**src/rtl/cam_scan_engine.sv**
```systemverilog
// Purpose: 16-entry CAM scanned one entry per cycle against a latched key, reporting each match.
// Latency: full scan reports entry i at edge E(i+1) after start at E0; done in the cycle after E16.
// Backpressure: none; start is ignored while busy, and writes are accepted every cycle in any state.
//
// Ports:
//    clk, rst_n               clock, synchronous active-low reset
//    wen, addr, din           entry write (sets the entry valid bit)
//    start, key, first        search request, key and stop-on-first-match mode (sampled in IDLE only)
//    busy                     high while scanning
//    match_valid, match_addr  one-cycle strobe per matching entry, with its address
//    done                     one-cycle strobe after the scan ends
//    found, count             result of the last search, held until the next accepted start
module cam_scan_engine #(
   parameter int DEPTH = 16,
   parameter int WIDTH = 8
) (
   input  logic                           clk,
   input  logic                           rst_n,
   input  logic                           wen,
   input  logic [$clog2(DEPTH)-1:0]       addr,
   input  logic [WIDTH-1:0]               din,
   input  logic                           start,
   input  logic [WIDTH-1:0]               key,
   input  logic                           first,
   output logic                           busy,
   output logic                           match_valid,
   output logic [$clog2(DEPTH)-1:0]       match_addr,
   output logic                           done,
   output logic                           found,
   output logic [$clog2(DEPTH+1)-1:0]     count
);

   localparam int AW = $clog2(DEPTH);
   localparam int CW = $clog2(DEPTH + 1);

   typedef enum logic [1:0] {
      S_IDLE = 2'd0,
      S_SCAN = 2'd1,
      S_DONE = 2'd2
   } state_t;

   state_t           state_q;
   logic [WIDTH-1:0] mem_q [DEPTH];
   logic [DEPTH-1:0] valid_q;
   logic [AW-1:0]    idx_q;
   logic [WIDTH-1:0] key_q;
   logic             first_q;
   logic             busy_q;
   logic             match_valid_q;
   logic [AW-1:0]    match_addr_q;
   logic             done_q;
   logic             found_q;
   logic [CW-1:0]    count_q;

   logic             hit;
   logic             last;
   logic [CW-1:0]    count_d;
   logic [AW-1:0]    idx_d;

   // The compare reads the registered storage, so a write landing on the same
   // edge is not seen by the entry evaluated at that edge; later entries see it.
   assign hit     = valid_q[idx_q] && (mem_q[idx_q] == key_q);
   assign last    = (idx_q == AW'(DEPTH - 1));
   assign count_d = count_q + CW'(1);
   assign idx_d   = idx_q + AW'(1);

   // Data array carries no reset; only the valid bits gate matching.
   always_ff @(posedge clk) begin
      if (rst_n && wen) begin
         mem_q[addr] <= din;
      end
   end

   always_ff @(posedge clk) begin
      if (!rst_n) begin
         state_q       <= S_IDLE;
         valid_q       <= '0;
         idx_q         <= '0;
         key_q         <= '0;
         first_q       <= 1'b0;
         busy_q        <= 1'b0;
         match_valid_q <= 1'b0;
         match_addr_q  <= '0;
         done_q        <= 1'b0;
         found_q       <= 1'b0;
         count_q       <= '0;
      end else begin
         match_valid_q <= 1'b0;
         done_q        <= 1'b0;

         if (wen) begin
            valid_q[addr] <= 1'b1;
         end

         case (state_q)
            S_IDLE: begin
               if (start) begin
                  key_q   <= key;
                  first_q <= first;
                  count_q <= '0;
                  found_q <= 1'b0;
                  idx_q   <= '0;
                  busy_q  <= 1'b1;
                  state_q <= S_SCAN;
               end
            end

            S_SCAN: begin
               if (hit) begin
                  match_valid_q <= 1'b1;
                  match_addr_q  <= idx_q;
                  count_q       <= count_d;
                  found_q       <= 1'b1;
               end
               // Leave after the final entry, or at the first hit in first-match mode.
               if (last || (hit && first_q)) begin
                  busy_q  <= 1'b0;
                  done_q  <= 1'b1;
                  state_q <= S_DONE;
               end else begin
                  idx_q <= idx_d;
               end
            end

            S_DONE: begin
               state_q <= S_IDLE;
            end

            default: begin
               state_q <= S_IDLE;
               busy_q  <= 1'b0;
            end
         endcase
      end
   end

   assign busy        = busy_q;
   assign match_valid = match_valid_q;
   assign match_addr  = match_addr_q;
   assign done        = done_q;
   assign found       = found_q;
   assign count       = count_q;

endmodule

```
**config.mk**
```make
export PLATFORM = sky130hd
export DESIGN_NAME = cam_scan_engine
export DESIGN_NICKNAME = d
export VERILOG_FILES = /design/src/rtl/cam_scan_engine.sv
export SDC_FILE = /design/constraint.sdc
export NUM_CORES = 1
export LEC_CHECK = 0
export CAP_MARGIN = 20
export CORE_UTILIZATION = 59
export DETAILED_ROUTE_END_ITERATION = 16
export MAX_ROUTING_LAYER = met4
export PLACE_DENSITY = 0.8
export REMOVE_ABC_BUFFERS = 1
export SYNTH_ARGS = -nofsm -noshare
export SYNTH_HDL_FRONTEND = slang
export SYNTH_SLANG_ARGS = --single-unit
```
**constraint.sdc**
```tcl
create_clock -name clk -period 3.6 [get_ports clk]
set_clock_uncertainty 0.05 [all_clocks]
set_input_delay 0.72 -clock clk [delete_from_list [all_inputs] [get_ports clk]]
set_output_delay 0.72 -clock clk [all_outputs]
set_load 0.01 [all_outputs]
```
==> impl_metrics.json, run 1 <==
{
  "outcome": "finished clean",
  "hpwl_mm": 9.72,
  "hold_violations": 0,
  "path_class": "reg2reg",
  "hold_path.class": "reg2reg",
  "clk_latency_ns": 0.44,
  "rsz0062_at_grt": "no",
  "ant_nets": 0,
  "clk_transition_reported_paths_ns": 0.06,
  "drt_first_pass_iters": 4,
  "dieArea_sq_mm": 0.0123,
  "p_leak_nw": 2.86,
  "final.setup.tns_ns": 0,
  "htree_levels": 4,
  "hold_path_depth": 1,
  "track_usage": 0.272,
  "grt_pass1_vias": 4220,
  "ys.flop_type": "edfxtp_1",
  "drv_cap": 0,
  "fin_util": 0.715,
  "fin_crit_sh": 0.940,
  "ctsResizeCount": 0,
  "final_nets": 539,
  "drt_iter0_drc": 374,
  "vias": 4165,
  "synth_top_area_frac": 0.549,
  "synth_edf_count": 128,
  "cts_tree": "yes",
  "peakVddDrop_mv": 0.316,
  "path_buf_inv": 1,
  "hold_ws_ns": 0.398,
  "wl_per_cell_um": 22.3,
  "antenna_found_initial": 0,
  "wl_mm": 14.9,
  "most-common-layout-cells": "edfxtp_1 (128), dfxtp_1 (48), mux2i_1 (40), clkdlybuf4s50_1 (37)",
  "io-pin-count": 38,
  "place_ws_ns": 0.220,
  "gp_congestion": 0.843,
  "grt_pass1_wl_mm": 23.2,
  "max_freq_mhz": 296,
  "overflow": 0,
  "cts_setup_buffers": 0,
  "critical_path.startpoint_type": "register",
  "diodes": 0,
  "area_growth_pct": 17.4,
  "crit_required_ns": 3.90,
  "die_x_um": 111,
  "ys_types": 50,
  "min_to": "valid_q[2]",
  "grt_max_degree": 30,
  "timing.slew.headroom": 0.557,
  "cts-hold-fix-buffers": 0,
  "slowest_stage": "or4_1",
  "maxSlewViolCount": 0,
  "ys_ff_latch": 176,
  "ys_seq_area_frac": 0.686,
  "cts-buffers-inserted": 17,
  "critPathTopFamily": "simple AND/OR/NAND/NOR gates",
  "yosys_warnings": 0,
  "drcViolationCount": 0,
  "worstPathCellList": "buf_4, mux4_2, mux2i_1, mux2i_1, xnor2_1, nand4_1, or4_1, or4_1, a21oi_1",
  "netlist_area_sq_mm": 0.00701,
  "placementRows": 39,
  "layout_min_cycle_time_ns": 3.38,
  "worst_path_largest_cell_delay_ns": 0.68,
  "clk_path_buf_depth": 2,
  "worst_hold_startpoint": "valid_q[2]",
  "endpoint_kind": "register",
  "r2r_cells": 9,
  "cts_root_buffer": "clkbuf_16",
  "chipHeight_um": 111,
  "start_util": 0.608,
  "async_flop_share": 0,
  "setup-violations-final": 0,
  "tightest_slew_ns": 0.664,
  "yosys.area.top_type": "edfxtp_1",
  "via_per_inst": 6.24,
  "r2r_end": "count[4]",
  "portBuffers": 37,
  "layout-drive-gt1-share": 0.168,
  "layout_commonest_cell": "edfxtp_1",
  "cts_num_sinks": 176,
  "cp_data_arrival_time_ns": 3.69,
  "avgSynthCellArea_sq_um": 15.6,
  "r2r_slack_ns": 0.22,
  "cp_max_fo": 9,
  "coreArea_sq_mm": 0.0115,
  "synth.area.top_cells": "edfxtp_1 (55%), dfxtp_1 (14%), mux4_2 (8.7%), mux2i_1 (5.7%), a21o_1 (1.8%)",
  "power.density_mw_per_mm2": 491,
  "postLayoutSetupSlackWorst_ns": 0.217,
  "synthCells": 449
}
[worst max path at each step]
stage	to	cells after the start
floorplan	count[4]	8
global placement	count[4]	8
detailed placement	count[4]	8
CTS	count[4]	8
global route	count[4]	9
finish	count[4]	9
[through the flow]
| stage | instance area, sq um | instances | power (W) |
|---|---|---|---|
| 6_report | 8230 | 668 | 0.00404 |
| 5_1_grt | 8230 | 668 | 0.00415 |
| 4_1_cts | 8230 | 668 | 0.00405 |
| 3_5_place_dp | 7700 | 636 | 0.00244 |
| 3_3_place_gp | 7700 | 636 | 0.00243 |
| 2_1_floorplan | 6890 | 426 | 0.00235 |
[cell usage after synthesis (all sizes together), types with 2 or more instances]
master,count
a21oi,16
inv,4
clkbuf,9
or4,2
nand4,3
mux4,27
nand3,8
nor2,26
a22oi,8
nand4b,2
nand2,27
dfxtp,48
mux2,2
and3,3
o21a,2
buf,14
edfxtp,128
ha,2
nor3,9
nor4,3
a21o,17
nand2b,7
and4,2
xnor2,3
nor2b,4
a221oi,2
or2,2
mux2i,40
and2,3
o211ai,5
or3,5
[power by group]
| part | internal (W) | switching (W) | leakage [nW] |
|---|---|---|---|
| combinational | 0.0000788 | 0.0000971 | 1.04 |
| sequential | 0.00220 | 0.0000196 | 1.54 |
| clock | 0.000934 | 0.000707 | 0.271 |
[cell families after synthesis]
kind of cell | share of synthesized area
XOR/XNOR | 0.00500
AND/OR/NAND/NOR | 0.0793
flip-flops | 0.686
adder cells (fa/ha/maj) | 0.00357
multiplexers | 0.147
AO/OA/AOI/OAI | 0.0609
buffers and inverters | 0.0184
[area by class of cell]
type                       instances  area [sq um]
tap                              143           179
timing repair buffer              67           633
fill                             741          3290
sequential                       176          4800
clock inverter                     7          36.3
inverter                           4          15.0
multi-input combinational        246          2070
clock buffer                      25           488
[metal layers]
metal / GRT usage / part of all wire / vias up
met4: 0.115 / 0.024 / 0
li1: - / - / 1874
met3: 0.0552 / 0.074 / 24
met2: 0.431 / 0.51 / 149
met5: - / 0 / -
met1: 0.345 / 0.39 / 2118
[state kept, by name, indices dropped and copies added (netlist names), named ones only]
name,cells
valid_q,16
match_addr,4
state_q,2
key_q,8
mem_q,128
count,5
busy,1
done,1
found,1
idx_q,4
first_q,1
match_valid,1
No activity file was read; power rests on OpenSTA's default activity.
==> run 2: changes to the inputs <==
RECOVER_POWER = 100   (was default)
==> run 2 against run 1 <==
First-iteration DRC count is 3.5% higher. Critical path depth is 1 lower. Cell area is 0.99% lower. Combinational power shrank 2%. Sequential share of layout area rose by 0.58 points. Critical path type unchanged. Largest cell class unchanged.
==> impl_metrics.json, run 2 (synthesized netlist as in run 1, its figures left out) <==
{
  "outcome": "finished clean",
  "grt_pass1_vias": 4220,
  "setup-violations-final": 0,
  "ctsResizeCount": 0,
  "layout_commonest_cell": "edfxtp_1",
  "switching_share": 0.203,
  "layout-drive-gt1-share": 0.128,
  "seq_power_share": 0.551,
  "peakVddDrop_mv": 0.320,
  "drt_iter0_drc": 387,
  "worst_path_largest_cell_delay_ns": 0.68,
  "antenna_found_initial": 0,
  "grt_pass1_wl_mm": 23.2,
  "coreArea_sq_mm": 0.0115,
  "timing.slew.headroom": 0.209,
  "worstPathCellList": "and2b_1, a221o_1, o22ai_1, xnor2_1, nand4_1, or4_1, or4_1, a21oi_1",
  "cts-buffers-inserted": 17,
  "slowest_stage": "or4_1",
  "die_x_um": 111,
  "hold_path_depth": 1,
  "wl_per_cell_um": 22.5,
  "wl_mm": 15.0,
  "cpMostUsedCell": "or4_1",
  "largest_reg_flops": 128,
  "dieArea_sq_mm": 0.0123,
  "via_per_inst": 6.29,
  "layout_min_cycle_time_ns": 3.39,
  "track_usage": 0.272,
  "cp_max_fo": 6,
  "vias": 4199,
  "p_sw_w": 0.000820,
  "max_freq_mhz": 295,
  "drcViolationCount": 0,
  "clk_path_buf_depth": 2,
  "drt_first_pass_iters": 7,
  "cts_tree": "yes",
  "chipHeight_um": 111,
  "min_to": "valid_q[2]",
  "ant_nets": 0,
  "placementRows": 39,
  "largestRegisters": "mem_q (128), valid_q (16), key_q (8)",
  "gp_congestion": 0.843,
  "grt_max_degree": 30,
  "critical_path.startpoint_type": "register",
  "r2r_slack_ns": 0.21,
  "area_growth_pct": 16.3,
  "endpoint_kind": "register",
  "hold_path.class": "reg2reg",
  "hold_ws_ns": 0.399,
  "rsz0062_at_grt": "no",
  "portBuffers": 37,
  "diodes": 0,
  "worst_hold_startpoint": "valid_q[2]",
  "dp.cells": 636,
  "clk_latency_ns": 0.43,
  "cts_setup_buffers": 0,
  "power.density_mw_per_mm2": 495,
  "cts_root_buffer": "clkbuf_16",
  "clock_power_share": 0.406,
  "top_register": "mem_q",
  "path_class": "reg2reg",
  "overflow": 0,
  "most-common-layout-cells": "edfxtp_1 (128), dfxtp_1 (48), mux2i_1 (40), nand2_1 (27), mux4_2 (27)",
  "fin_cells": 668,
  "r2r_end": "count[4]",
  "r2r_cells": 8,
  "p_int_w": 0.00321,
  "maxSlewViolCount": 0,
  "fin_crit_sh": 0.943,
  "tightest_slew_ns": 1.19,
  "htree_levels": 4,
  "crit_required_ns": 3.89,
  "p_leak_nw": 2.81,
  "cts_num_sinks": 176,
  "clk_transition_reported_paths_ns": 0.06,
  "io-pin-count": 38,
  "start_util": 0.608,
  "drv_cap": 0,
  "hold_violations": 0,
  "cp_data_arrival_time_ns": 3.69,
  "combPwrFrac": 0.043,
  "hpwl_mm": 9.72,
  "final_nets": 539,
  "cts-hold-fix-buffers": 0
}
-- run 2: worst max-delay path: cells and delay by family, from the launching register on --
family	cells	cell delay, ns
xor+xnor	1	0.17
simple gates	4	1.75
compound gates	3	0.81
flops	1	0.52
-- run 2: power by group through the flow --
stage | Combinational (W) | Sequential [W] | Clock (W)
global route | 0.000187 | 0.00223 | 0.00173
finish | 0.000172 | 0.00222 | 0.00164
global placement | 0.000169 | 0.00226 | 0
CTS | 0.000177 | 0.00222 | 0.00165
floorplan | 0.0000795 | 0.00227 | 0
detailed placement | 0.000175 | 0.00227 | 0
-- run 2: stage by stage --
step | TNS (ns) | worst slack, ns | power (W) | util | cell area [sq um]
2_1_floorplan | -0.418 | -0.220 | 0.00235 | - | 6890
3_3_place_gp | 0 | 0.304 | 0.00243 | 0.669 | 7700
3_5_place_dp | 0 | 0.220 | 0.00244 | 0.669 | 7700
4_1_cts | 0 | 0.185 | 0.00405 | 0.715 | 8230
5_1_grt | 0 | 0.0323 | 0.00415 | 0.708 | 8150
6_report | 0 | 0.205 | 0.00403 | 0.708 | 8150
-- run 2: worst max-delay path by stage --
stage                        start  endpoint  slack, ns
final                     register  count[4]       0.21
after global placement    register  count[4]       0.30
after CTS                 register  count[4]       0.18
after floorplan           register  count[4]      -0.22
after global routing      register  register       0.03
after detailed placement  register  count[4]       0.22
-- run 2: cell type report --
class / instances / area (sq um)
flip-flops and latches: 176 / 4800
fillers: 767 / 3370
multi-input cells: 246 / 2070
repair buffers: 67 / 552
clock buffers: 25 / 488
well taps: 143 / 179
clock inverters: 7 / 36.3
inverters: 4 / 15.0
-- run 2: layer usage --
metal,routed length (um),global-route usage,part of all wire,vias to the layer above
met5,0,-,0,-
met4,310,0.115,0.021,0
met3,932,0.0552,0.062,23
met2,7660,0.431,0.51,145
met1,6100,0.345,0.41,2153
li1,-,-,-,1878
